File: config.mk
export PLATFORM = sky130hd
export DESIGN_NAME = mmio_gpio_timer
export DESIGN_NICKNAME = d
export VERILOG_FILES = /design/src/rtl/ktc32_io_pkg.sv /design/src/rtl/io_debounce.sv /design/src/rtl/mmio_gpio_timer.sv
export SDC_FILE = /design/constraint.sdc
export NUM_CORES = 1
export LEC_CHECK = 0
export CAP_MARGIN = 40
export CORE_MARGIN = 2
export CORE_UTILIZATION = 57
export CTS_BUF_LIST = sky130_fd_sc_hd__clkbuf_4 sky130_fd_sc_hd__clkbuf_8 sky130_fd_sc_hd__clkbuf_16
export DETAILED_ROUTE_END_ITERATION = 10
export MAX_ROUTING_LAYER = met4
export PLACE_DENSITY = 0.89
export SYNTH_ARGS = -nofsm -noshare
export SYNTH_HDL_FRONTEND = slang
export SYNTH_SLANG_ARGS = --single-unit
File: constraint.sdc
create_clock -name clk -period 4.6 [get_ports clk]
set_input_delay 0.69 -clock clk [delete_from_list [all_inputs] [get_ports clk]]
set_output_delay 0.69 -clock clk [all_outputs]
set_load 0.01 [all_outputs]
File: src/rtl/ktc32_io_pkg.sv
// Shared ktc32 data-bus definitions: memwrite encoding, I/O register offsets,
// CTRL bit indices and the byte-lane helpers also used by the RAM.
package ktc32_io_pkg;

  typedef enum logic [1:0] {
    MW_NONE = 2'b00,
    MW_BYTE = 2'b01,
    MW_HALF = 2'b10,
    MW_WORD = 2'b11
  } memwrite_e;

  localparam logic [2:0] REG_OUT     = 3'd0;
  localparam logic [2:0] REG_IN      = 3'd1;
  localparam logic [2:0] REG_EDGE    = 3'd2;
  localparam logic [2:0] REG_EDGE_EN = 3'd3;
  localparam logic [2:0] REG_TIMER   = 3'd4;
  localparam logic [2:0] REG_CMP     = 3'd5;
  localparam logic [2:0] REG_STATUS  = 3'd6;
  localparam logic [2:0] REG_CTRL    = 3'd7;

  localparam int CTRL_TIMER_EN = 0;
  localparam int CTRL_MATCH_EN = 1;

  // Halfword writes ignore addr[0]; word writes ignore both low bits.
  function automatic logic [3:0] byte_en(input logic [1:0] mw, input logic [1:0] a);
    case (mw)
      MW_BYTE: byte_en = 4'b0001 << a;
      MW_HALF: byte_en = a[1] ? 4'b1100 : 4'b0011;
      MW_WORD: byte_en = 4'b1111;
      default: byte_en = 4'b0000;
    endcase
  endfunction

  function automatic logic [31:0] lane_mask(input logic [3:0] be);
    for (int i = 0; i < 4; i++) lane_mask[i*8 +: 8] = {8{be[i]}};
  endfunction

  // Right-aligned write data replicated so every enabled lane sees it.
  function automatic logic [31:0] lane_data(input logic [1:0] mw, input logic [31:0] d);
    case (mw)
      MW_BYTE: lane_data = {4{d[7:0]}};
      MW_HALF: lane_data = {2{d[15:0]}};
      default: lane_data = d;
    endcase
  endfunction

endpackage

File: src/rtl/io_debounce.sv
// One input channel: 2-flop synchroniser followed by a counting debouncer.
// rise is combinational and high in the cycle before level goes 0->1.
module io_debounce #(
  parameter int DEBOUNCE_CYCLES = 100000
) (
  input  logic clk,
  input  logic n_reset,
  input  logic d_async,
  output logic level,
  output logic rise
);

  localparam int CW = (DEBOUNCE_CYCLES > 1) ? $clog2(DEBOUNCE_CYCLES) : 1;
  localparam logic [CW-1:0] CNT_LAST = CW'(DEBOUNCE_CYCLES - 1);

  logic [1:0]    sync_q, sync_d;
  logic [CW-1:0] cnt_q, cnt_d;
  logic          level_q, level_d;

  // The counter only survives while the synced pin disagrees with level.
  always_comb begin
    sync_d  = {sync_q[0], d_async};
    cnt_d   = '0;
    level_d = level_q;
    if (sync_q[1] != level_q) begin
      if (cnt_q == CNT_LAST) level_d = ~level_q;
      else cnt_d = cnt_q + 1'b1;
    end
  end

  always_ff @(posedge clk or negedge n_reset) begin
    if (!n_reset) begin
      sync_q  <= '0;
      cnt_q   <= '0;
      level_q <= 1'b0;
    end else begin
      sync_q  <= sync_d;
      cnt_q   <= cnt_d;
      level_q <= level_d;
    end
  end

  assign level = level_q;
  assign rise  = level_d & ~level_q;

endmodule

File: src/rtl/mmio_gpio_timer.sv
// Memory-mapped GPIO + timer peripheral on the ktc32 data bus: LED outputs,
// debounced inputs with sticky rising-edge capture, timer compare and irq.
module mmio_gpio_timer
  import ktc32_io_pkg::*;
#(
  parameter logic [31:0] BASE_ADDR       = 32'h0000_8000,
  parameter int          N_OUT           = 4,
  parameter int          N_IN            = 4,
  parameter int          DEBOUNCE_CYCLES = 100000
) (
  input  logic             clk,
  input  logic             n_reset,
  input  logic [1:0]       memwrite,
  input  logic [31:0]      addr,
  input  logic [31:0]      wd,
  output logic [31:0]      rd,
  output logic             hit,
  input  logic [N_IN-1:0]  btn_in,
  output logic [N_OUT-1:0] led,
  output logic             irq
);

  logic [N_OUT-1:0] out_q, out_d;
  logic [N_IN-1:0]  edge_q, edge_d, edge_en_q, edge_en_d;
  logic [N_IN-1:0]  in_level, in_rise;
  logic [31:0]      timer_q, timer_d, cmp_q, cmp_d;
  logic             status_q, status_d;
  logic [1:0]       ctrl_q, ctrl_d;
  logic             irq_q, irq_d;
  logic [2:0]       offset;
  logic             wr_en, match;
  logic [31:0]      wmask, wdata;

  for (genvar i = 0; i < N_IN; i++) begin : g_in
    io_debounce #(.DEBOUNCE_CYCLES(DEBOUNCE_CYCLES)) u_debounce (
      .clk     (clk),
      .n_reset (n_reset),
      .d_async (btn_in[i]),
      .level   (in_level[i]),
      .rise    (in_rise[i])
    );
  end

  assign hit    = (addr[31:5] == BASE_ADDR[31:5]);
  assign offset = addr[4:2];
  assign wr_en  = hit && (memwrite != MW_NONE);
  assign wmask  = lane_mask(byte_en(memwrite, addr[1:0]));
  assign wdata  = lane_data(memwrite, wd);
  assign match  = ctrl_q[CTRL_TIMER_EN] && (timer_q == cmp_q);

  // W1C registers: hardware sets are applied after the clear so set wins.
  always_comb begin
    out_d     = out_q;
    edge_d    = edge_q;
    edge_en_d = edge_en_q;
    timer_d   = ctrl_q[CTRL_TIMER_EN] ? timer_q + 32'd1 : timer_q;
    cmp_d     = cmp_q;
    status_d  = status_q;
    ctrl_d    = ctrl_q;
    if (wr_en) begin
      case (offset)
        REG_OUT:     out_d     = (out_q & ~wmask[N_OUT-1:0]) | (wdata[N_OUT-1:0] & wmask[N_OUT-1:0]);
        REG_EDGE:    edge_d    = edge_q & ~(wdata[N_IN-1:0] & wmask[N_IN-1:0]);
        REG_EDGE_EN: edge_en_d = (edge_en_q & ~wmask[N_IN-1:0]) | (wdata[N_IN-1:0] & wmask[N_IN-1:0]);
        REG_TIMER:   timer_d   = (timer_q & ~wmask) | (wdata & wmask);
        REG_CMP:     cmp_d     = (cmp_q & ~wmask) | (wdata & wmask);
        REG_STATUS:  if (wmask[0] && wdata[0]) status_d = 1'b0;
        REG_CTRL:    ctrl_d    = (ctrl_q & ~wmask[1:0]) | (wdata[1:0] & wmask[1:0]);
        default:     ;
      endcase
    end
    edge_d = edge_d | in_rise;
    if (match) status_d = 1'b1;
    irq_d = (|(edge_q & edge_en_q)) | (status_q & ctrl_q[CTRL_MATCH_EN]);
  end

  always_ff @(posedge clk or negedge n_reset) begin
    if (!n_reset) begin
      out_q     <= '0;
      edge_q    <= '0;
      edge_en_q <= '0;
      timer_q   <= '0;
      cmp_q     <= 32'hFFFF_FFFF;
      status_q  <= 1'b0;
      ctrl_q    <= '0;
      irq_q     <= 1'b0;
    end else begin
      out_q     <= out_d;
      edge_q    <= edge_d;
      edge_en_q <= edge_en_d;
      timer_q   <= timer_d;
      cmp_q     <= cmp_d;
      status_q  <= status_d;
      ctrl_q    <= ctrl_d;
      irq_q     <= irq_d;
    end
  end

  always_comb begin
    rd = '0;
    if (hit) begin
      case (offset)
        REG_OUT:     rd = 32'(out_q);
        REG_IN:      rd = 32'(in_level);
        REG_EDGE:    rd = 32'(edge_q);
        REG_EDGE_EN: rd = 32'(edge_en_q);
        REG_TIMER:   rd = timer_q;
        REG_CMP:     rd = cmp_q;
        REG_STATUS:  rd = {31'd0, status_q};
        REG_CTRL:    rd = {30'd0, ctrl_q};
        default:     rd = '0;
      endcase
    end
  end

  assign led = out_q;
  assign irq = irq_q;

endmodule

==> results.md <==
- Class of the worst hold path: in2async
- Routability congestion estimate from global placement: roughly 1.0
- Max cap viols: 0
- Cells after synthesis: around 1000
- Core footprint: 0.0164 mm2
- Area added between synthesis and finish: 19.6%
- End-of-flow core utilization: approximately 70%
- First-pass GRT wire length: 42900 um
- Fraction of layout cells with a size suffix above 1: 12.2%
- Fmax: 234 MHz
- Max-slew violation count: 0
- CTS-repair resized insts: 0
- Worst hold margin: 0.205 ns
- Number of global-route vias before repair: 8200
- Pin count of the biggest net entering global routing: 55
- Portion of the post-synthesis area used by sequential elements: 42.8%
- Leading post-synthesis cells by cell area: sky130_fd_sc_hd__dfrtp_1, sky130_fd_sc_hd__dfstp_2, sky130_fd_sc_hd__xor2_1, sky130_fd_sc_hd__nor2_1, sky130_fd_sc_hd__xnor2_1
- Unrepaired setup endpoints after global routing: no
- Maximum resistive drop on vdd: 0.000268 V
- Crit path arrival time: 3.59 ns
- Number of rows in the core area: 47
- CP Data Required Time: between 3 and 4 ns
- Total CTS buffers: 17
- Number of DRC markers in iteration 0: around 1300
- Post-detailed-placement half-perimeter wirelength: 19000 um
- Routed WL: between 20000 and 30000 um
- Source-to-sink clock delay at the later pin of the worst-skew pair: around 0.43 ns
- Most frequently used cell type in the post-synthesis netlist: sky130_fd_sc_hd__nor2_1
- Leak Pwr: 0.00460 uW
- Max Buffers Root-to-Sink: 2
- Status: completed
- Number of iterations in the first detailed-routing pass: 5
- Clock tree from TritonCTS: yes
- Share of synthesized flip-flops with an asynchronous set or reset: between 90% and 100%
- DRC violation count after routing: 0
- Area share of the leading cell type in the synthesized netlist: 33.9%
- Most used standard cells in the synthesized netlist: sky130_fd_sc_hd__nor2_1, sky130_fd_sc_hd__dfrtp_1, sky130_fd_sc_hd__nand2_1
- Library cell occupying the most area in the post-synthesis netlist: sky130_fd_sc_hd__dfrtp_1
- Count of flip-flops with a built-in enable after synthesis: 0
- Crit end category: output port
- Number of failing setup endpoints in the final timing report: 0
- Tightest slew margin relative to the limit: 47.8%
- Initial antenna violation count: 0
- Diode count: 0
- Overflow after GRT: 0
- Critical Path Source Type: input port
- Die boundary height: roughly 130 um
- Critical-path maximum fanout: 28
- Post-route clock period utilization: between 90% and 100%
- Post-synthesis instance area: 0.00945 mm2
- Port Buffer Count: 109
- Clock root buffer master: sky130_fd_sc_hd__clkbuf_16
- Setup_tns: 0 ns
- Warnings from Yosys: 0
- Average wire length per cell after detail routing: 20.0 um
- Number of hold violations in the final report: 0
- Die width: 133 um
- Post-synth net total: between 1000 and 1500
- Most used flip-flop cell after synthesis: sky130_fd_sc_hd__dfrtp_1
- Starting density of the core: between 50% and 60%
- Per-cell via count in the routed design: 6.39
- Number of register bits inferred by synthesis: 160
- Net count of the finished layout: 1168
- All-Layer GR Usage: 31.7%
- Die area: 0.0176 mm2
- Worst-margin pin slew: 0.783 ns
- Type of the setup path with the least slack: in2out
- Pwr dens: around 280 mW/mm2
- Average cell area after synthesis: approximately 9.4 um2
- Final critical-path required period: 4.28 ns
- Number of library cell types mapped by synthesis: a little over 70
- Total via count in the routed design: 8434
- Post-CTS clock slew at the launch and capture registers of the worst setup and hold paths: 0.07 ns
- Hold-fix buffers at CTS: 0
- Post-CTS setup buffer count: 0
- I/O pin total: 110
- Maximum clock skew at final layout: 0.0103 ns
- Remaining number of nets flagged by the antenna check after routing: 0
- H-tree depth: 4
- CTS Sinks: 160
-- cells by family (layout without fill, tap and decap cells) --
family,after synthesis,count (layout),share of synthesized area [%]
DFF,160,160,42.8
AOI/OAI and AO/OA,189,189,14.1
muxes,53,53,6.12
xor gates and xnor gates,102,102,9.46
buffers and inverters,91,189,3.87
adders and majority gates,9,9,1.19
and+or+nand+nor,398,398,22.5
-- placed cells by master, fill, tap and decap left out, drive strengths merged, types with 4 or more instances in the layout --
master,n
o221ai,4
a211o,8
xnor2,45
dfrtp,128
a211oi,9
clkbuf,20
o21ai,39
a31oi,9
clkdlybuf4s50,108
and4,16
a22o,4
nand3,48
or2,5
nor4,24
nand4,35
nand2,64
a32oi,4
nand2b,7
inv,42
dfstp,32
a22oi,45
nor2,131
and3,20
buf,15
xor2,57
ha,9
nor2b,4
mux2i,15
and2,6
a21oi,29
mux2,38
o21a,5
nor3,27
-- through the flow --
step                power, uW  worst slack, ns  cell area [um2]  cells
floorplan                1570             1.69             9450   1002
global placement         1720            0.576            10700   1286
detailed placement       1730            0.391            10700   1287
CTS                      3150            0.385            11300   1319
global route             3230           0.0748            11300   1320
finish                   3140            0.321            11300   1320
-- power by group --
part / internal [uW] / leakage, uW / total [uW] / switching [uW]
sequential: 1420 / 0.00197 / 1430 / 11.1
combinational: 108 / 0.00233 / 276 / 167
clock: 797 / 0.000293 / 1430 / 634
total: 2330 / 0.00460 / 3140 / 813
-- critical path: stages --
cell	delay, ns
sky130_fd_sc_hd__clkdlybuf4s50_1	0.41
sky130_fd_sc_hd__nor3_1	0.44
sky130_fd_sc_hd__nand3_1	0.39
sky130_fd_sc_hd__nor2_2	0.38
sky130_fd_sc_hd__nand2_2	0.46
sky130_fd_sc_hd__nor2_1	0.25
sky130_fd_sc_hd__clkdlybuf4s50_1	0.56
-- area by class of cell --
| cell class | count | area [um2] |
|---|---|---|
| Timing Repair Buffer | 124 | 1220 |
| Clock inverter | 13 | 140 |
| Tap cell | 220 | 275 |
| Clock buffer | 19 | 453 |
| Multi-Input combinational cell | 751 | 5040 |
| Fill cell | 1170 | 5110 |
| Inverter | 33 | 124 |
| Sequential cell | 160 | 4040 |
-- final timing paths --
path	startpoint	endpoint	slack, ns	depth (start not counted)
worst min-delay path	n_reset	g_in[0].u_debounce.cnt_q[3]$_DFF_PN0_	0.21	1
worst min register to register	g_in[2].u_debounce.sync_q[0]$_DFF_PN0_	g_in[2].u_debounce.sync_q[1]$_DFF_PN0_	0.34	0
worst max-delay path	addr[25]	rd[31]	0.32	7
max in group asynchronous	n_reset	async pin	3.28	3
min in group clk	g_in[2].u_debounce.sync_q[0]$_DFF_PN0_	g_in[2].u_debounce.sync_q[1]$_DFF_PN0_	0.34	0
worst max register to register	flop	flop	1.90	5
-- metal layers --
metal	GRT usage, %	vias up	wire length, um
li1	-	3801	-
met5	-	-	0
met1	42.0	4067	10700
met2	47.2	479	12100
met3	6.63	87	2450
met4	14.0	0	1050
Power figures use the tool's default switching activity.
